## src/rtl/pc_gen.sv

```systemverilog
// Program counter generator for the fetch stage. It resolves the next fetch address
// from trap, redirect and stall inputs, return-address-stack prediction and the sequential increment.
module pc_gen #(
  parameter int unsigned          PC_WIDTH     = 32,
  parameter logic [PC_WIDTH-1:0]  RESET_VECTOR = '0,
  parameter logic [PC_WIDTH-1:0]  TRAP_VECTOR  = PC_WIDTH'(32'h0000_0040),
  parameter int unsigned          INC          = 4,
  parameter int unsigned          RAS_DEPTH    = 4
) (
  input  logic                clk,
  input  logic                reset,
  input  logic                stall,
  input  logic                trap,
  input  logic                redirect_valid,
  input  logic [PC_WIDTH-1:0] redirect_pc,
  input  logic                push_ras,
  input  logic                pop_ras,
  output logic [PC_WIDTH-1:0] pc_out,
  output logic                pc_valid,
  output logic                misaligned,
  output logic                ras_empty,
  output logic                ras_full
);

  localparam int unsigned       PTR_W    = $clog2(RAS_DEPTH);
  localparam int unsigned       CNT_W    = $clog2(RAS_DEPTH + 1);
  localparam logic [PTR_W-1:0]  PTR_LAST = PTR_W'(RAS_DEPTH - 1);
  localparam logic [CNT_W-1:0]  CNT_FULL = CNT_W'(RAS_DEPTH);
  localparam logic [PC_WIDTH-1:0] INC_PC   = PC_WIDTH'(INC);
  localparam logic [PC_WIDTH-1:0] ALIGN_MASK = PC_WIDTH'(INC - 1);

  typedef enum logic [2:0] {
    ACT_TRAP,
    ACT_REDIRECT,
    ACT_HOLD,
    ACT_POP,
    ACT_SWAP,
    ACT_PUSH,
    ACT_SEQ
  } act_t;

  logic [PC_WIDTH-1:0] ras_mem [RAS_DEPTH];
  logic [PTR_W-1:0]    ras_ptr;
  logic [CNT_W-1:0]    ras_cnt;

  act_t                act;
  logic [PC_WIDTH-1:0] pc_seq;
  logic [PTR_W-1:0]    ptr_inc;
  logic [PTR_W-1:0]    ptr_dec;

  assign pc_seq     = pc_out + INC_PC;
  assign ras_empty  = (ras_cnt == '0);
  assign ras_full   = (ras_cnt == CNT_FULL);
  assign misaligned = |(pc_out & ALIGN_MASK);

  // The stack is a circular buffer, so a push while full overwrites the oldest entry.
  assign ptr_inc = (ras_ptr == PTR_LAST) ? '0 : ras_ptr + PTR_W'(1);
  assign ptr_dec = (ras_ptr == '0) ? PTR_LAST : ras_ptr - PTR_W'(1);

  always_comb begin
    act = ACT_SEQ;
    if (trap)
      act = ACT_TRAP;
    else if (redirect_valid)
      act = ACT_REDIRECT;
    else if (stall)
      act = ACT_HOLD;
    else if (pop_ras && !ras_empty)
      act = push_ras ? ACT_SWAP : ACT_POP;
    else if (push_ras)
      act = ACT_PUSH;
  end

  always_ff @(posedge clk) begin
    if (reset) begin
      pc_out   <= RESET_VECTOR;
      pc_valid <= 1'b0;
      ras_cnt  <= '0;
      ras_ptr  <= '0;
    end else begin
      pc_valid <= 1'b1;
      unique case (act)
        ACT_TRAP: begin
          pc_out  <= TRAP_VECTOR;
          ras_cnt <= '0;
        end
        ACT_REDIRECT: pc_out <= redirect_pc;
        ACT_HOLD:     ;
        ACT_POP: begin
          pc_out  <= ras_mem[ras_ptr];
          ras_ptr <= ptr_dec;
          ras_cnt <= ras_cnt - CNT_W'(1);
        end
        ACT_SWAP: begin
          pc_out           <= ras_mem[ras_ptr];
          ras_mem[ras_ptr] <= pc_seq;
        end
        ACT_PUSH: begin
          pc_out           <= pc_seq;
          ras_mem[ptr_inc] <= pc_seq;
          ras_ptr          <= ptr_inc;
          if (!ras_full)
            ras_cnt <= ras_cnt + CNT_W'(1);
        end
        default: pc_out <= pc_seq;
      endcase
    end
  end

endmodule

```

## config.mk

```make
export PLATFORM = sky130hd
export DESIGN_NAME = pc_gen
export DESIGN_NICKNAME = d
export VERILOG_FILES = /design/src/rtl/pc_gen.sv
export SDC_FILE = /design/constraint.sdc
export NUM_CORES = 1
export LEC_CHECK = 0
export CORE_ASPECT_RATIO = 1.4
export CORE_MARGIN = 1
export CORE_UTILIZATION = 57
export CTS_CLUSTER_SIZE = 24
export DETAILED_ROUTE_END_ITERATION = 8
export PLACE_DENSITY = 0.77
export SLEW_MARGIN = 10
export SYNTH_ARGS = -nofsm -noshare
export SYNTH_HDL_FRONTEND = slang
export SYNTH_SLANG_ARGS = --single-unit
```

## constraint.sdc

```tcl
create_clock -name clk -period 6.6 [get_ports clk]
set_clock_uncertainty 0.15 [all_clocks]
set_input_delay 0.66 -clock clk [delete_from_list [all_inputs] [get_ports clk]]
set_output_delay 0.66 -clock clk [all_outputs]
set_load 0.01 [all_outputs]
```

== After elaboration in Yosys (flattened, before gate mapping) ==
Memory sizes are Yosys's and may differ from the RTL's. A register that Yosys moved wholly into a read port is not among the register bits.
Cells that the tools add are included.
Operators by class
  $add $sub $neg: 5
  multiplexer cells: 24
  reductions and logical operators: 11
  equal/unequal tests: 8
Operators with widths (number)
  32-bit one-hot mux with 4 select lines: 1
  32-bit by 3-bit adder with 32-bit output (second input constant): 1
  32-bit 2-to-1 mux: 1
  32-bit OR reduction: 1
  3-bit 2-to-1 mux: 6
  2-bit 2-to-1 mux: 6
  3-bit == test (second input constant): 3
  3-bit one-hot mux with 3 select lines: 1
  1-bit 2-to-1 mux: 8
  3-bit by 2-bit == test with 1-bit output (second input constant): 2
  3-bit logical NOT: 2
  2-bit one-hot mux with 2 select lines: 1
  2-bit OR reduction: 2
  3-bit by 1-bit adder with 3-bit output (second input constant): 1
  3-bit by 1-bit == test with 1-bit output (second input constant): 1
  3-bit nonzero test: 1
  3-bit by 1-bit subtractor with 3-bit output (second input constant): 1
  2-bit by 1-bit adder with 2-bit output (second input constant): 1
  2-bit == test (second input constant): 1
  2-bit logical NOT: 1
  2-bit != test (second input constant): 1
  2-bit AND reduction: 1
  2-bit nonzero test: 1
  2-bit by 1-bit subtractor with 2-bit output (second input constant): 1
  2 further kinds: 2
Storage, ports and cells
  bits in writable memories: 128
  logic and storage cells: 53
  input port bits: 39
  output and inout port bits: 36
  memories kept: 1
  register bits after elaboration: 38
Memories
  ras_mem: words 4, width 32, read ports 1, clocked after Yosys merged registers in 1, wr ports 1, line 42  | logic [PC_WIDTH-1:0] ras_mem [RAS_DEPTH];

== Longest topological paths before layout ==
  depth in word-level cells: 13
  depth in mapped cells: 10
  mapped depth without buffers: 9

== Worst setup path before layout ==
OpenSTA, ideal clock, no wires.
  path type: input-to-reg
  start point: in push_ras
  end point: mem ras_mem[3][0], enable pin
  library setup time: 0.468 ns
  data required time: 5.982 ns
  stages on the path: 8
  path slack: 1.190 ns
  buffers on the path: 2
  arrival: 4.792 ns
  cell sequence: clkbuf_1 inv_1 ha_1 buf_2 or4_1 nor2_2 a31oi_1 nor3b_1
On the way
  longest elaborated chain between the ends: 11
  elaborated cells between the ends (all ways): 17
  those cells by class: eq/ne (2); mux (14); reduce/logical (1)
Ends and longest elaborated chain
  start: declaration: line 16  | input logic push_ras,
  2-bit 2-to-1 mux / 3-bit 2-to-1 mux (equally long branches): line 70, 69
  3-bit 2-to-1 mux *: line 68  | else if (pop_ras && !ras_empty)
  3-bit 2-to-1 mux *: line 66  | else if (stall)
  3-bit 2-to-1 mux *: line 64  | else if (redirect_valid)
  3-bit 2-to-1 mux *: line 62  | if (trap)
  3-bit == test: line 82  | unique case (act)
  1-bit 2-to-1 mux: line 82
  1-bit 2-to-1 mux: line 75  | if (reset) begin
  1-bit 2-to-1 mux (not written as such): line 100  | ras_mem[ptr_inc] <= pc_seq;
  32-bit OR reduction (no source line)
  2-bit 2-to-1 mux (no source line) / 1-bit 2-to-1 mux (equally long branches)
  end: declaration: line 42
Every way passes the cells marked *; elsewhere a longest branch is shown, timed or not.

== Worst setup path after layout ==
  start point: in push_ras
  end point: mem ras_mem[1][20], enable pin
Same word-level chain as after synthesis.

==> out/metrics.cfg <==
[outcome]
status=finished clean

[power_and_ir_drop]
pwr-share-seq_pct=48.9
ir_drop_mv=0.196
power.leakage_nw=2.91
power_frac_comb_pct=6.7
p_clk_share_pct=44.4
p_sw_w=0.000500
internal-power_w=0.00189
p_sw_share_pct=20.9
p_total_w=0.00239
powerDensity_nw_per_um2=263

[placement]
place_area_um2=8450
dp_hpwl_mm=11.5
routabilityCongestion=0.874
port_buffers=74

[sta]
layout_min_cycle_time_ps=4530
finalSetupTns_ps=0
fin_crit_sh_pct=68.6
slew_headroom_pct=39.9
rsz0062_at_grt=false
max_slew.worst_pin.slew_ps=901
setup_viol=0
fmax_mhz=221
hold_viol_final=0
drv_slew=0
hold_slack_ps=351

[grt]
grt_pass1_vias=5438
grtUsageTotal_pct=28.8
grt_first_pass_wirelength_mm=29.4
antenna_found_initial=0
grt_max_degree=33
gr-usage-met2_pct=46.9
use_met1_pct=37.5
grt-ovfl-total=0
met3_usage_pct=5.41
busiest_layer=met2

[clock_tree]
cts_tree=done
hold_buffers=0
clk_pin_slew_worst_paths_ps=60
cts.path.max_buffers=2
htreeDepth=4
clock-sinks=168
post_cts_resize_count=0
cts_buffers=17
clockRootBuffer=clkbuf_16
cts_setup_buffers=0
clock_latency_ps=420

[job]
drv_cap=0

[routing]
ant_nets=0
drc_errors=0
drt-vias-per-instance=6.80
drtIter0Drc=459
post_drt_wl_per_cell_um=23.9
wirelength_mm=18.7
dr.pass1.iters=5
vias=5328

[floorplanning]
dieHeight_um=138
die_w_um=99.4
ios=75
initial_utilization_pct=58.8
fp-row-count=49
core_um2=12900
die-area_um2=13800

[final_layout]
drive_above_1_share_pct=14.6
final_util_pct=70.6
num_antenna_cells=0
stdcell_area_um2=9090
fillerInstances=861
syn_to_final_growth_pct=20.0
nNetsFinal=661

[critical_path]
setup.worst_path.class=in2reg
critPathLaunchType=primary input
r2r_slack_ps=2370
endpoint_kind=register
arrival_ps=4470
r2r-start=ras_cnt[2]
cp-startpoint=push_ras
critPathMaxFanout=17
required_ps=6540

[yosys]
synth_seq_cells=168
synth.distinct_cells=60
syn_avg_cell_area_um2=13.8
yosysSeqAreaShare_pct=61.3
synth_fp_nets=594
synth_cells=550
synth_edf_count=128
netlist_area_um2=7570
ys.flop_type=edfxtp_1
synthArstFlopShare_pct=0
ys.warnings.count=0

[hold_path]
hold_start=ras_cnt[2]
hold_class=reg2reg

==> power groups by stage <==
stage,Combinational (W),Clock [W],Sequential (W)
floorplan,0.0000841,0,0.00119
global placement,0.000155,0,0.00119
detailed placement,0.000158,0,0.00119
CTS,0.000160,0.00107,0.00117
global route,0.000172,0.00111,0.00117
finish,0.000161,0.00106,0.00117
==> flip-flops by register name (all words and copies together) (netlist names), named ones only <==
signal / count
ras_ptr: 2
ras_mem: 128
pc_valid: 1
pc_out: 32
ras_cnt: 3
==> synth_stat cells, types with 13 or more instances <==
library cell,number,area (µm²)
edfxtp_1,128,3840
inv_1,18,67.6
xnor2_1,23,201
nor3_1,23,115
nand2_1,17,63.8
a21oi_1,35,175
clkbuf_1,23,86.3
dfxtp_1,40,801
nand3_1,13,65.1
mux4_2,32,721
nor2_1,18,67.6
o21ai_0,28,140
==> placed cells by master, fill, tap and decap left out, types with 6 or more instances in the layout <==
master,n
a221o_1,12
nand4_1,10
a221oi_1,7
nand2_1,17
inv_1,18
nor3_1,23
dfxtp_1,39
xor2_1,6
clkdlybuf4s50_1,74
o21ai_0,28
nand3_1,13
o21a_1,6
xnor2_1,23
a22oi_1,8
mux4_2,32
a211oi_1,8
buf_4,13
edfxtp_1,128
clkbuf_16,17
a31oi_1,6
nor2_1,17
a21oi_1,34
==> through the flow <==
stage                     setup slack [ps]  instances
after detailed placement              1710        751
after floorplan                       1190        550
after global routing                  1890        783
after CTS                             2090        783
final                                 2070        783
after global placement                1820        751
==> worst paths after layout <==
kind,endpoint,cells past startpoint
max,ras_mem[1][20],9
min,ras_cnt[2],1
max reg2reg,ras_mem[1][20],9
min reg2reg,ras_cnt[2],1
==> metal layers <==
metal / up-vias / wire (µm)
met1: 2637 / 7070
li1: 2322 / -
met5: - / 0
met2: 324 / 9590
met4: 0 / 425
met3: 45 / 1630
==> cell type report <==
| cell class | count | area [µm²] | share of cell area [%] |
|---|---|---|---|
| multi-input cells | 324 | 2710 | 29.8 |
| well taps | 153 | 191 | 2.11 |
| clock buffers | 21 | 470 | 5.17 |
| flip-flops and latches | 168 | 4650 | 51.1 |
| repair buffers | 87 | 838 | 9.22 |
| clock inverters | 11 | 169 | 1.86 |
| inverters | 19 | 71.3 | 0.784 |
==> logic make-up after synthesis <==
kind of cell               synth area share [%]
and+or+nand+nor                            9.05
adders and majority gates                 0.925
AOI/OAI and AO/OA                          12.3
xor gates and xnor gates                   3.35
DFF                                        61.3
buffers and inverters                      3.25
muxes                                      9.78
==> critical path, cell delays in order <==
cell and delay [ps]:
clkdlybuf4s50_1 680, inv_1 80, ha_1 430, or4_1 670, nor2_2 250, a21oi_1 100, a31oi_1 360, and3b_1 780
buf_4 430
Note: power is estimated with default switching activity, not from simulation.
